[config.mk]
export PLATFORM = sky130hd
export DESIGN_NAME = seg_scan_mux
export DESIGN_NICKNAME = d
export VERILOG_FILES = /design/src/rtl/seg_scan_mux.sv
export SDC_FILE = /design/constraint.sdc
export NUM_CORES = 1
export LEC_CHECK = 0
export ABC_AREA = 1
export ABC_CLOCK_PERIOD_IN_PS = 1700
export CAP_MARGIN = 5
export CORE_UTILIZATION = 45
export CTS_BUF_LIST = sky130_fd_sc_hd__clkbuf_2 sky130_fd_sc_hd__clkbuf_4 sky130_fd_sc_hd__clkbuf_8
export DETAILED_ROUTE_END_ITERATION = 6
export PLACE_DENSITY = 0.72
export SYNTH_ARGS = -nofsm -noshare
export SYNTH_HDL_FRONTEND = slang
export SYNTH_SLANG_ARGS = --single-unit
export TNS_END_PERCENT = 1
[constraint.sdc]
create_clock -name clk_sc -period 1.7 [get_ports clk_sc]
set_input_delay 0.34 -clock clk_sc [delete_from_list [all_inputs] [get_ports clk_sc]]
set_output_delay 0.34 -clock clk_sc [all_outputs]
set_load 0.02 [all_outputs]
[src/rtl/seg_scan_mux.sv]
// seg_scan_mux: multiplexed 7-segment scan driver with double-buffered codes.
// Define SEG_BLINK_EN to build the per-digit blink counter and phase.
module seg_scan_mux #(
    parameter int               DIGITS       = 4,
    parameter int               SEG_W        = 7,
    parameter int               SCAN_DIV     = 1,
    parameter logic [SEG_W-1:0] IDLE_PAT     = 7'b0000001,
    parameter int               BLINK_FRAMES = 64
) (
    input  logic                    clk_sc,
    input  logic                    rst_n,
    input  logic                    en,
    input  logic                    flag,
    input  logic                    load,
    input  logic [DIGITS*SEG_W-1:0] code,
    input  logic [DIGITS-1:0]       blank_mask,
    input  logic [DIGITS-1:0]       blink_mask,
    output logic [DIGITS-1:0]       seg_cs_pin,
    output logic [SEG_W-1:0]        seg_data_1_pin,
    output logic                    frame_done
);
    localparam int PW = (SCAN_DIV > 1) ? $clog2(SCAN_DIV) : 1;
    localparam int IW = $clog2(DIGITS);
    localparam logic [PW-1:0] PRESC_MAX = PW'(SCAN_DIV - 1);
    localparam logic [IW-1:0] IDX_LAST  = IW'(DIGITS - 1);

    logic [PW-1:0]           r_presc;
    logic [IW-1:0]           r_idx;
    logic [DIGITS*SEG_W-1:0] r_shadow;
    logic [DIGITS*SEG_W-1:0] r_active;
    logic                    r_pending;

    logic                    w_tick;
    logic                    w_swap;
    logic                    w_dark;
    logic [DIGITS-1:0]       w_onehot;
    logic [DIGITS-1:0]       w_cs;
    logic [SEG_W-1:0]        w_digit;
    logic [SEG_W-1:0]        w_data;

    assign w_tick  = (r_presc == PRESC_MAX);
    assign w_swap  = w_tick && (r_idx == IDX_LAST);
    assign w_digit = r_active[r_idx*SEG_W +: SEG_W];

    always_ff @(posedge clk_sc) begin
        if (!rst_n) begin
            r_presc <= '0;
            r_idx   <= '0;
        end else if (w_tick) begin
            r_presc <= '0;
            r_idx   <= (r_idx == IDX_LAST) ? '0 : r_idx + 1'b1;
        end else begin
            r_presc <= r_presc + 1'b1;
        end
    end

    // A load on the swap tick bypasses the shadow so it lands this frame
    always_ff @(posedge clk_sc) begin
        if (!rst_n) begin
            r_shadow  <= '0;
            r_active  <= '0;
            r_pending <= 1'b0;
        end else begin
            if (load) begin
                r_shadow <= code;
            end
            if (w_swap) begin
                if (load) begin
                    r_active <= code;
                end else if (r_pending) begin
                    r_active <= r_shadow;
                end
                r_pending <= 1'b0;
            end else if (load) begin
                r_pending <= 1'b1;
            end
        end
    end

`ifdef SEG_BLINK_EN
    localparam int FW = (BLINK_FRAMES > 1) ? $clog2(BLINK_FRAMES) : 1;
    localparam logic [FW-1:0] FRM_LAST = FW'(BLINK_FRAMES - 1);

    logic [FW-1:0] r_frames;
    logic          r_phase;

    always_ff @(posedge clk_sc) begin
        if (!rst_n) begin
            r_frames <= '0;
            r_phase  <= 1'b0;
        end else if (w_swap) begin
            if (r_frames == FRM_LAST) begin
                r_frames <= '0;
                r_phase  <= ~r_phase;
            end else begin
                r_frames <= r_frames + 1'b1;
            end
        end
    end

    assign w_dark = r_phase & blink_mask[r_idx];
`else
    logic w_unused;
    assign w_unused = (^blink_mask) ^ (BLINK_FRAMES > 0);
    assign w_dark   = 1'b0;
`endif

    always_comb begin
        for (int i = 0; i < DIGITS; i++) begin
            w_onehot[i] = (r_idx == IW'(i));
        end
    end

    always_comb begin
        w_cs   = '0;
        w_data = '0;
        if (en) begin
            if (!blank_mask[r_idx] && !w_dark) begin
                w_cs   = w_onehot;
                w_data = w_digit;
            end
        end else if (flag) begin
            w_cs   = w_onehot;
            w_data = IDLE_PAT;
        end
    end

    always_ff @(posedge clk_sc) begin
        if (!rst_n) begin
            seg_cs_pin     <= '0;
            seg_data_1_pin <= '0;
            frame_done     <= 1'b0;
        end else begin
            frame_done <= w_swap;
            if (w_tick) begin
                seg_cs_pin     <= w_cs;
                seg_data_1_pin <= w_data;
            end
        end
    end

endmodule
* Word level (Yosys, flattened, before mapping)
Cells that the tools add are included.
** Storage, ports and cells
- Register bits :: 72
- Bits in latches :: 0
- Memory bits (writable) :: 0
- Bits in read-only memories :: 0
- Bits of input ports :: 41
- Output and inout bits :: 12
- Word-level logic and storage cells :: 35
- Memories kept :: 0
** Cells by class
- Add/subtract/negate cells :: 2
- $mul :: 1
- Div/mod/pow operators :: 0
- $lt $le $gt $ge :: 1
- Equality and inequality tests :: 3
- Shifts and indexed selects :: 1
- Mux-type cells :: 11
- Bitwise logic cells :: 2
- Reductions and logical operators :: 6
** Operators with widths (count)
- two-way mux 28 bit :: 2
- indexed part select 28 x 6 -> 7 bit :: 1
- two-way mux 7 bit :: 2
- two-way mux 4 bit :: 3
- multiplier 2 x 3 -> 5 bit (second input constant) :: 1
- == test 2 bit (second input constant) :: 2
- AND reduction 2 bit :: 2
- < comparator 2 x 3 -> 1 bit (second input constant) :: 1
- adder 2 x 1 -> 2 bit (second input constant) :: 1
- binary-select mux 1 bit (select 2 bit) :: 1
- == test 2 x 1 -> 1 bit (second input constant) :: 1
- logical NOT 2 bit :: 1
- two-way mux 1 bit :: 2
- two-way mux 2 bit :: 1
- inverter 1 bit :: 2
- nonzero test 2 bit :: 1
- OR reduction 2 bit :: 1
- adder 1 bit (second input constant) :: 1
- logical AND 1 bit :: 1

* Logic depth before layout (Yosys ltp)
- Word-level depth :: 4
- Depth in mapped cells :: 11
- Gate-level depth less buffers :: 8

* Worst setup path after synthesis
OpenSTA, ideal clock, no wires.
- Path kind :: input port to flip-flop
- Start :: input port load
- End :: register r_active[14]
- Data arrival time :: 1.086 ns
- Data required time :: 1.553 ns
- Path slack :: 0.468 ns
- Cell stages on the path :: 5
- Path buffers :: 2
- Path through :: buf_2 > buf_2 > or2_2 > o21ai_1 > a211oi_2
** Between the ends
- Word-level cells in the longest chain between the ends :: 2
** RTL lines
- from (decl) :: RTL line 14 : input logic load,
- nonzero test 2 bit (no source line)
- AND reduction 2 bit (no source line)
- to (signal assigned) :: RTL line 69 : r_active <= code;
- to (signal assigned) :: RTL line 71 : r_active <= r_shadow;
- to (decl) :: RTL line 30 : logic [DIGITS*SEG_W-1:0] r_active;
Parallel ways exist; a longest one is shown, timed or not.
A chain may end at the register's enable or synchronous reset.

* Worst setup path after layout
- Start :: register seg_data_1_pin[0]
- End :: output port seg_data_1_pin[0]
** RTL lines
- from (decl) :: RTL line 19 : output logic [SEG_W-1:0] seg_data_1_pin,
- from (signal assigned) :: RTL line 137 : seg_data_1_pin <= w_data;
No word-level cell between the ends.

==> metrics.log <==
INFO  metric run_status = finished, final reports clean
INFO  metric final_nets = 468
INFO  metric routed-via-count = 2,505
INFO  metric cellPowerDensity = 951.9 nW/um^2
INFO  metric cts-buffers-inserted = 9
INFO  metric routedWlPerCell = 12.00 um
INFO  metric hold-path-cell-count = 2
INFO  metric tot_gr_track_use = 0.1878
INFO  metric timing.final.crit_share = 0.9493
INFO  metric dpl-instance-area = 3737 um^2
INFO  metric post-route-drc-count = 0
INFO  metric arrival = 1.27 ns
INFO  metric setup_viol_count_final = 0
INFO  metric clock_tree.buffer_depth = 2
INFO  metric fp.dieH = 86.12 um
INFO  metric post_synthesis_register_bit_count = 72
INFO  metric timing.critical_path.slowest_cell_delay = 0.60 ns
INFO  metric finalPower = 3.762 mW
INFO  metric placementRows = 30
INFO  metric dieWidth = 86.12 um
INFO  metric drt_pre_antenna_iters = 4
INFO  metric critPathKind = reg2out
INFO  metric path_clk_slew = 0.07 ns
INFO  metric detail-route-antenna-nets = 0
INFO  metric netlist-cell-type-count = 25
INFO  metric cts_resized = 0
INFO  metric diodes = 0
INFO  metric grt_setup_unrepaired = no
INFO  metric finClkSkew = 0.01110 ns
INFO  metric postSynth.topFlopCell = sky130_fd_sc_hd__dfxtp_1
INFO  metric yosysWarnings = 0
INFO  metric setup.worst_path.start_class = flip-flop
INFO  metric synth_enable_flop_cells = 0
INFO  metric initial_cell_density_of_the_core = 0.4661
INFO  metric critical_path_required = 1.36 ns
INFO  metric fillCellCount = 664
INFO  metric ctsHoldBuffers = 0
INFO  metric timing.critical_path.max_delay_family = buffers and inverters
INFO  metric synth_fp_nets = 426
INFO  metric clockRootBuffer = sky130_fd_sc_hd__clkbuf_8
INFO  metric synth-async-reset-ratio = 0
INFO  metric worst_r2r_startpoint = r_idx[0]
INFO  metric drt_wl_total = 6287 um
INFO  metric pin_count_of_the_biggest_net_entering_global_routing = 39
INFO  metric timing.hold.worst.class = reg2reg
INFO  metric ir_worst_vdd = 566.9 uV
INFO  metric slew_viol_final = 0
INFO  metric synthCells = 381
INFO  metric finalCriticalPeriod = 1.614 ns
INFO  metric tritoncts = done
INFO  metric number_of_vias_per_cell = 4.781
INFO  metric syn_to_final_growth = 24.13%
INFO  metric gp_routability_congestion = 0.8105
INFO  metric leakage = 1.524 nW
INFO  metric worst_path_max_fanout = 2
INFO  metric cts_setup_buffers = 0
INFO  metric drv.max_cap_violation_count = 0
INFO  metric regToRegEndpoint = r_active[22]
INFO  metric insertion_delay = 0.34 ns
INFO  metric grt_pass1_wl = 10,940 um
INFO  metric place_hpwl = 4212 um
INFO  metric worstHoldStart = seg_cs_pin[3]
INFO  metric regToRegSetupSlack = 0.21 ns
INFO  metric ios = 53
INFO  metric die_area = 7417 um^2
INFO  metric path_buf_inv = 1
INFO  metric reg2reg_depth = 6
INFO  metric drt_first_iter_violations = 177
INFO  metric timing.critical_path.to_type = output pin
INFO  metric whs_endpoint = seg_cs_pin[3]
INFO  metric floorplan.core_area = 6832 um^2
INFO  metric post_synth_instance_area = 3184 um^2
INFO  metric slowest_stage = sky130_fd_sc_hd__clkdlybuf4s50_1
INFO  metric grt_remaining_overflow = 0
INFO  metric timing.final.hold_violations = 0
INFO  metric path_cells = clkdlybuf4s50_1
INFO  metric seq_area_frac_synth = 0.4527
INFO  metric first_global_vias = 2,398
INFO  metric drive_gt1_frac = 0.2173
INFO  metric final_cell_area = 3953 um^2
INFO  metric postSynthAreaPerCell = 8.358 um^2
INFO  metric worst_hold_slack = 0.4819 ns
INFO  metric cts_htree_levels = 3
INFO  metric clock_sinks = 72
INFO  metric io_buffers = 48
INFO  metric clock.fmax = 619.6 MHz
INFO  metric antenna_found_initial = 0
[cell families after synthesis]
family,count (synthesis),share of synthesized area
and+or+nand+nor,176,0.2550
DFF,72,0.4527
buffers and inverters,45,0.07897
AOI/OAI and AO/OA,83,0.1965
adders and majority gates,4,0.01572
other,1,0.001178
[how the worst max path moves through the flow]
stage | cells past startpoint | start | end | slack (ns)
6_report | 1 | seg_data_1_pin[0] | seg_data_1_pin[0] | 0.09
2_1_floorplan | 5 | load | r_active[14] | 0.47
4_1_cts | 1 | seg_data_1_pin[0] | seg_data_1_pin[0] | 0.07
3_5_place_dp | 6 | load | r_active[22] | -0.04
3_3_place_gp | 6 | load | r_active[21] | 0.004
5_1_grt | 1 | seg_data_1_pin[0] | seg_data_1_pin[0] | 0.03
[metal layers]
metal  GRT usage  share of wire
met1      0.2513           0.51
met3     0.04331          0.032
met5           0              0
met4     0.06667         0.0094
met2      0.2965           0.45
[area by class of cell]
| cell class | count | area, um^2 | area share |
|---|---|---|---|
| multi-input cells | 264 | 1499 | 0.3792 |
| flip-flops and latches | 72 | 1441 | 0.3647 |
| clock buffers | 10 | 131.4 | 0.03324 |
| inverters | 17 | 63.81 | 0.01614 |
| clock inverters | 6 | 83.83 | 0.02121 |
| repair buffers | 59 | 613.1 | 0.1551 |
| well taps | 96 | 120.1 | 0.03039 |
[per-stage QoR]
stage | util | setup slack, ns | std cells | TNS (ns)
3_5_place_dp | 0.5471 | -0.04355 | 508 | -0.2627
3_3_place_gp | 0.5471 | 0.004406 | 508 | 0
2_1_floorplan | - | 0.4679 | 381 | 0
4_1_cts | 0.5786 | 0.07319 | 524 | 0
5_1_grt | 0.5786 | 0.02904 | 524 | 0
6_report | 0.5786 | 0.08614 | 524 | 0
[synth_stat cells (3+ instances only)]
library cell,n,area share
sky130_fd_sc_hd__or2_1,11,0.022
sky130_fd_sc_hd__a21oi_2,8,0.022
sky130_fd_sc_hd__or2_2,17,0.033
sky130_fd_sc_hd__inv_2,5,0.0059
sky130_fd_sc_hd__nor2_1,70,0.083
sky130_fd_sc_hd__ha_1,4,0.016
sky130_fd_sc_hd__a21oi_1,4,0.0063
sky130_fd_sc_hd__a211oi_2,22,0.086
sky130_fd_sc_hd__dfxtp_1,72,0.45
sky130_fd_sc_hd__nand3_2,10,0.031
sky130_fd_sc_hd__o21ai_1,24,0.038
sky130_fd_sc_hd__clkbuf_1,9,0.011
sky130_fd_sc_hd__inv_1,11,0.013
sky130_fd_sc_hd__o21ai_0,19,0.030
sky130_fd_sc_hd__buf_2,7,0.011
sky130_fd_sc_hd__a211oi_1,6,0.014
sky130_fd_sc_hd__nand3_1,9,0.014
sky130_fd_sc_hd__buf_6,7,0.025
sky130_fd_sc_hd__nand2_1,56,0.066
sky130_fd_sc_hd__nand2_2,3,0.0059
[power by group]
| group | switching [mW] | total, mW | internal (mW) |
|---|---|---|---|
| Combinational | 0.284 | 0.521 | 0.237 |
| Sequential | 0.0282 | 1.79 | 1.76 |
| Clock | 0.612 | 1.45 | 0.837 |
| Total | 0.924 | 3.76 | 2.84 |
[sequential cells by signal, indices dropped and copies added, names as in the netlist]
name            flops
seg_data_1_pin      7
r_presc             1
r_shadow           28
r_pending           1
r_active           28
r_idx               2
frame_done          1
seg_cs_pin          4
[cell usage in the layout (no fill, tap or decap)]
master / instances
sky130_fd_sc_hd__ha_1: 4
sky130_fd_sc_hd__a211oi_1: 6
sky130_fd_sc_hd__or2_1: 11
sky130_fd_sc_hd__a21oi_2: 7
sky130_fd_sc_hd__a21oi_4: 1
sky130_fd_sc_hd__o21ai_1: 24
sky130_fd_sc_hd__nor2_1: 70
sky130_fd_sc_hd__buf_12: 4
sky130_fd_sc_hd__clkbuf_4: 1
sky130_fd_sc_hd__nand2_1: 56
sky130_fd_sc_hd__bufinv_16: 2
sky130_fd_sc_hd__or2_2: 17
sky130_fd_sc_hd__conb_1: 1
sky130_fd_sc_hd__inv_2: 6
sky130_fd_sc_hd__clkinv_4: 1
sky130_fd_sc_hd__o21ai_0: 19
sky130_fd_sc_hd__a21oi_1: 4
sky130_fd_sc_hd__buf_4: 7
sky130_fd_sc_hd__clkdlybuf4s50_1: 48
sky130_fd_sc_hd__nand3_2: 10
sky130_fd_sc_hd__clkinv_2: 3
sky130_fd_sc_hd__clkbuf_8: 9
sky130_fd_sc_hd__nand3_1: 9
sky130_fd_sc_hd__dfxtp_1: 72
sky130_fd_sc_hd__nand2_2: 3
sky130_fd_sc_hd__inv_1: 11
sky130_fd_sc_hd__a211oi_2: 22
(Power assumes the default switching activity.)
==> RTL edit: new RTL, same settings <==
Add a define of `SEG_BLINK_EN`.
--- a/src/rtl/seg_scan_mux.sv
+++ b/src/rtl/seg_scan_mux.sv
@@ -1,4 +1,6 @@
 // seg_scan_mux: multiplexed 7-segment scan driver with double-buffered codes.
 // Define SEG_BLINK_EN to build the per-digit blink counter and phase.
+`define SEG_BLINK_EN
+
 module seg_scan_mux #(
     parameter int               DIGITS       = 4,
Check against the original RTL: same outputs for any inputs over 10 cycles, from zero or initial values and one cycle with rst_n low; that may be too few to reach the edited logic, so the function may still have changed.
==> RTL edit against the unedited design <==
- area after synthesis increased by 2.6%
- cell count decreased by 2.7%
- hold slack got worse by 120 ps
- cell area increased by 3.5%
- wire length increased by 7.9%
- combinational power decreased by 7.1%
- power increased by 2.6%
- sequential cell count increased by 7
- setup slack got worse by 36 ps
- highest routed layer unchanged
==> RTL edit: results (changes against the unedited design) <==
metric	value	unit	change
run_status	finished clean		unchanged
io_buffers	52		was 48
cts-root-buf	clkbuf_8		unchanged
routedWlPerCell	13.3	um	was 12.0 um
grt.total_usage	18.5	%	was 18.8%
synth_edf_count	0		unchanged
crit_end	seg_cs_pin[3]		was seg_data_1_pin[0]
top_regs	r_active x28, r_shadow x28, seg_data_1_pin x7		unchanged
drt-initial-drc-count	182		was 177
grt_first_pass_wirelength	10.8	mm	was 10.9 mm
via_per_inst	4.95		was 4.78
worstPathMaxFanout	2		unchanged
vdd.ir_drop.worst	454	uV	was 567 uV
clock_latency	340	ps	about the same
r2r_slack	170	ps	was 210 ps
hold-path-cell-count	3		was 2
yosys_warnings	0		unchanged
crit_path_start	seg_cs_pin[3]		was seg_data_1_pin[0]
dr.pass1.iters	4		unchanged
synth_nets	407		was 426
synthTopCellsByArea	dfxtp_1, nor2_1, mux2i_1, a211oi_2, o21ai_0		was dfxtp_1, a211oi_2, nor2_1, nand2_1, o21ai_1
clock_path_buffers	2		unchanged
path_clk_slew	80	ps	
num_antenna_cells	0		unchanged
antenna_found_initial	0		unchanged
cts_setup_buffers	0		unchanged
async_reset_ff_share	0	%	unchanged
max_stage_delay	610	ps	
crit_slowest_cell	clkdlybuf4s50_1		unchanged
postCtsResizedCells	0		unchanged
final_nets	455		was 468
htreeDepth	3		unchanged
fillers	642		was 664
synth_commonest_cells	dfxtp_1, nor2_1, nand2_1		unchanged
cts_buffers	9		unchanged
clock-skew-final	7.01	ps	was 11.1 ps
drive_above_1_share	13.5	%	was 21.7%
min-delay-start	load		was seg_cs_pin[3]
timing.rr.end	r_active[2]		was r_active[22]
synth.distinct_cells	26		was 25
arrival	1310	ps	was 1270 ps
place_congestion	0.742		was 0.811
drtAntennaViolNets	0		unchanged
yosysSeqAreaShare	48.4	%	was 45.3%
grt_start_max_net_pins	57		was 39
grt_pass1_vias	2289		was 2,398
dp.final_hpwl	4.53	mm	was 4.21 mm
p_leak	1.64	nW	was 1.52 nW
hp-class	in2reg		was reg2reg
reg2regPathDepth	6		unchanged
rr_startpoint	r_idx[0]		unchanged
crit_family	buffers and inverters		unchanged
## RTL edit: how the worst min path moves through the flow
stage               slack (ps)          end
finish                     370    r_pending
global route               380    r_pending
CTS                        360    r_pending
detailed placement         470  r_frames[2]
global placement           460  r_frames[2]
floorplan                  450    r_pending
## RTL edit: cell type report
class | instances | area [um2] | share of cell area (%)
flip-flops and latches | 79 | 1580 | 38.7
inverters | 19 | 71.3 | 1.74
multi-input cells | 239 | 1460 | 35.7
repair buffers | 61 | 651 | 15.9
clock inverters | 5 | 56.3 | 1.38
clock buffers | 11 | 151 | 3.70
well taps | 96 | 120 | 2.94
## RTL edit: layer usage
metal	vias up	share of wire, %	track usage, %
li1	1305	-	-
met1	1154	49	25.7
met2	56	45	27.3
met3	11	4.4	3.89
met4	0	1.9	8.49
met5	-	0	0
## RTL edit: stage by stage
stage | power [W] | std cells | area (um2) | setup WS [ps] | hold WS [ps]
global placement | 0.00247 | 493 | 3860 | 87.5 | 462
detailed placement | 0.00248 | 493 | 3860 | 48.3 | 473
floorplan | 0.00228 | 361 | 3270 | 407 | 448
global route | 0.00403 | 510 | 4090 | 19.9 | 381
finish | 0.00386 | 510 | 4090 | 49.8 | 367
CTS | 0.00389 | 509 | 4070 | 41.4 | 362
## RTL edit: cells by family (layout without fill, tap and decap cells)
group | count (synthesis) | in the layout | share of synthesized area, %
muxes | 28 | 28 | 8.58
AOI/OAI and AO/OA | 80 | 80 | 18.1
DFF | 79 | 79 | 48.4
adders and majority gates | 5 | 5 | 1.91
buffers and inverters | 43 | 96 | 7.20
other | 1 | 1 | 0.115
and+or+nand+nor | 121 | 121 | 14.6
xor gates and xnor gates | 4 | 4 | 1.07
## RTL edit: report_power, final
group          switching, W  internal [W]
logic              0.000256      0.000228
registers         0.0000324       0.00192
clock network      0.000667      0.000756
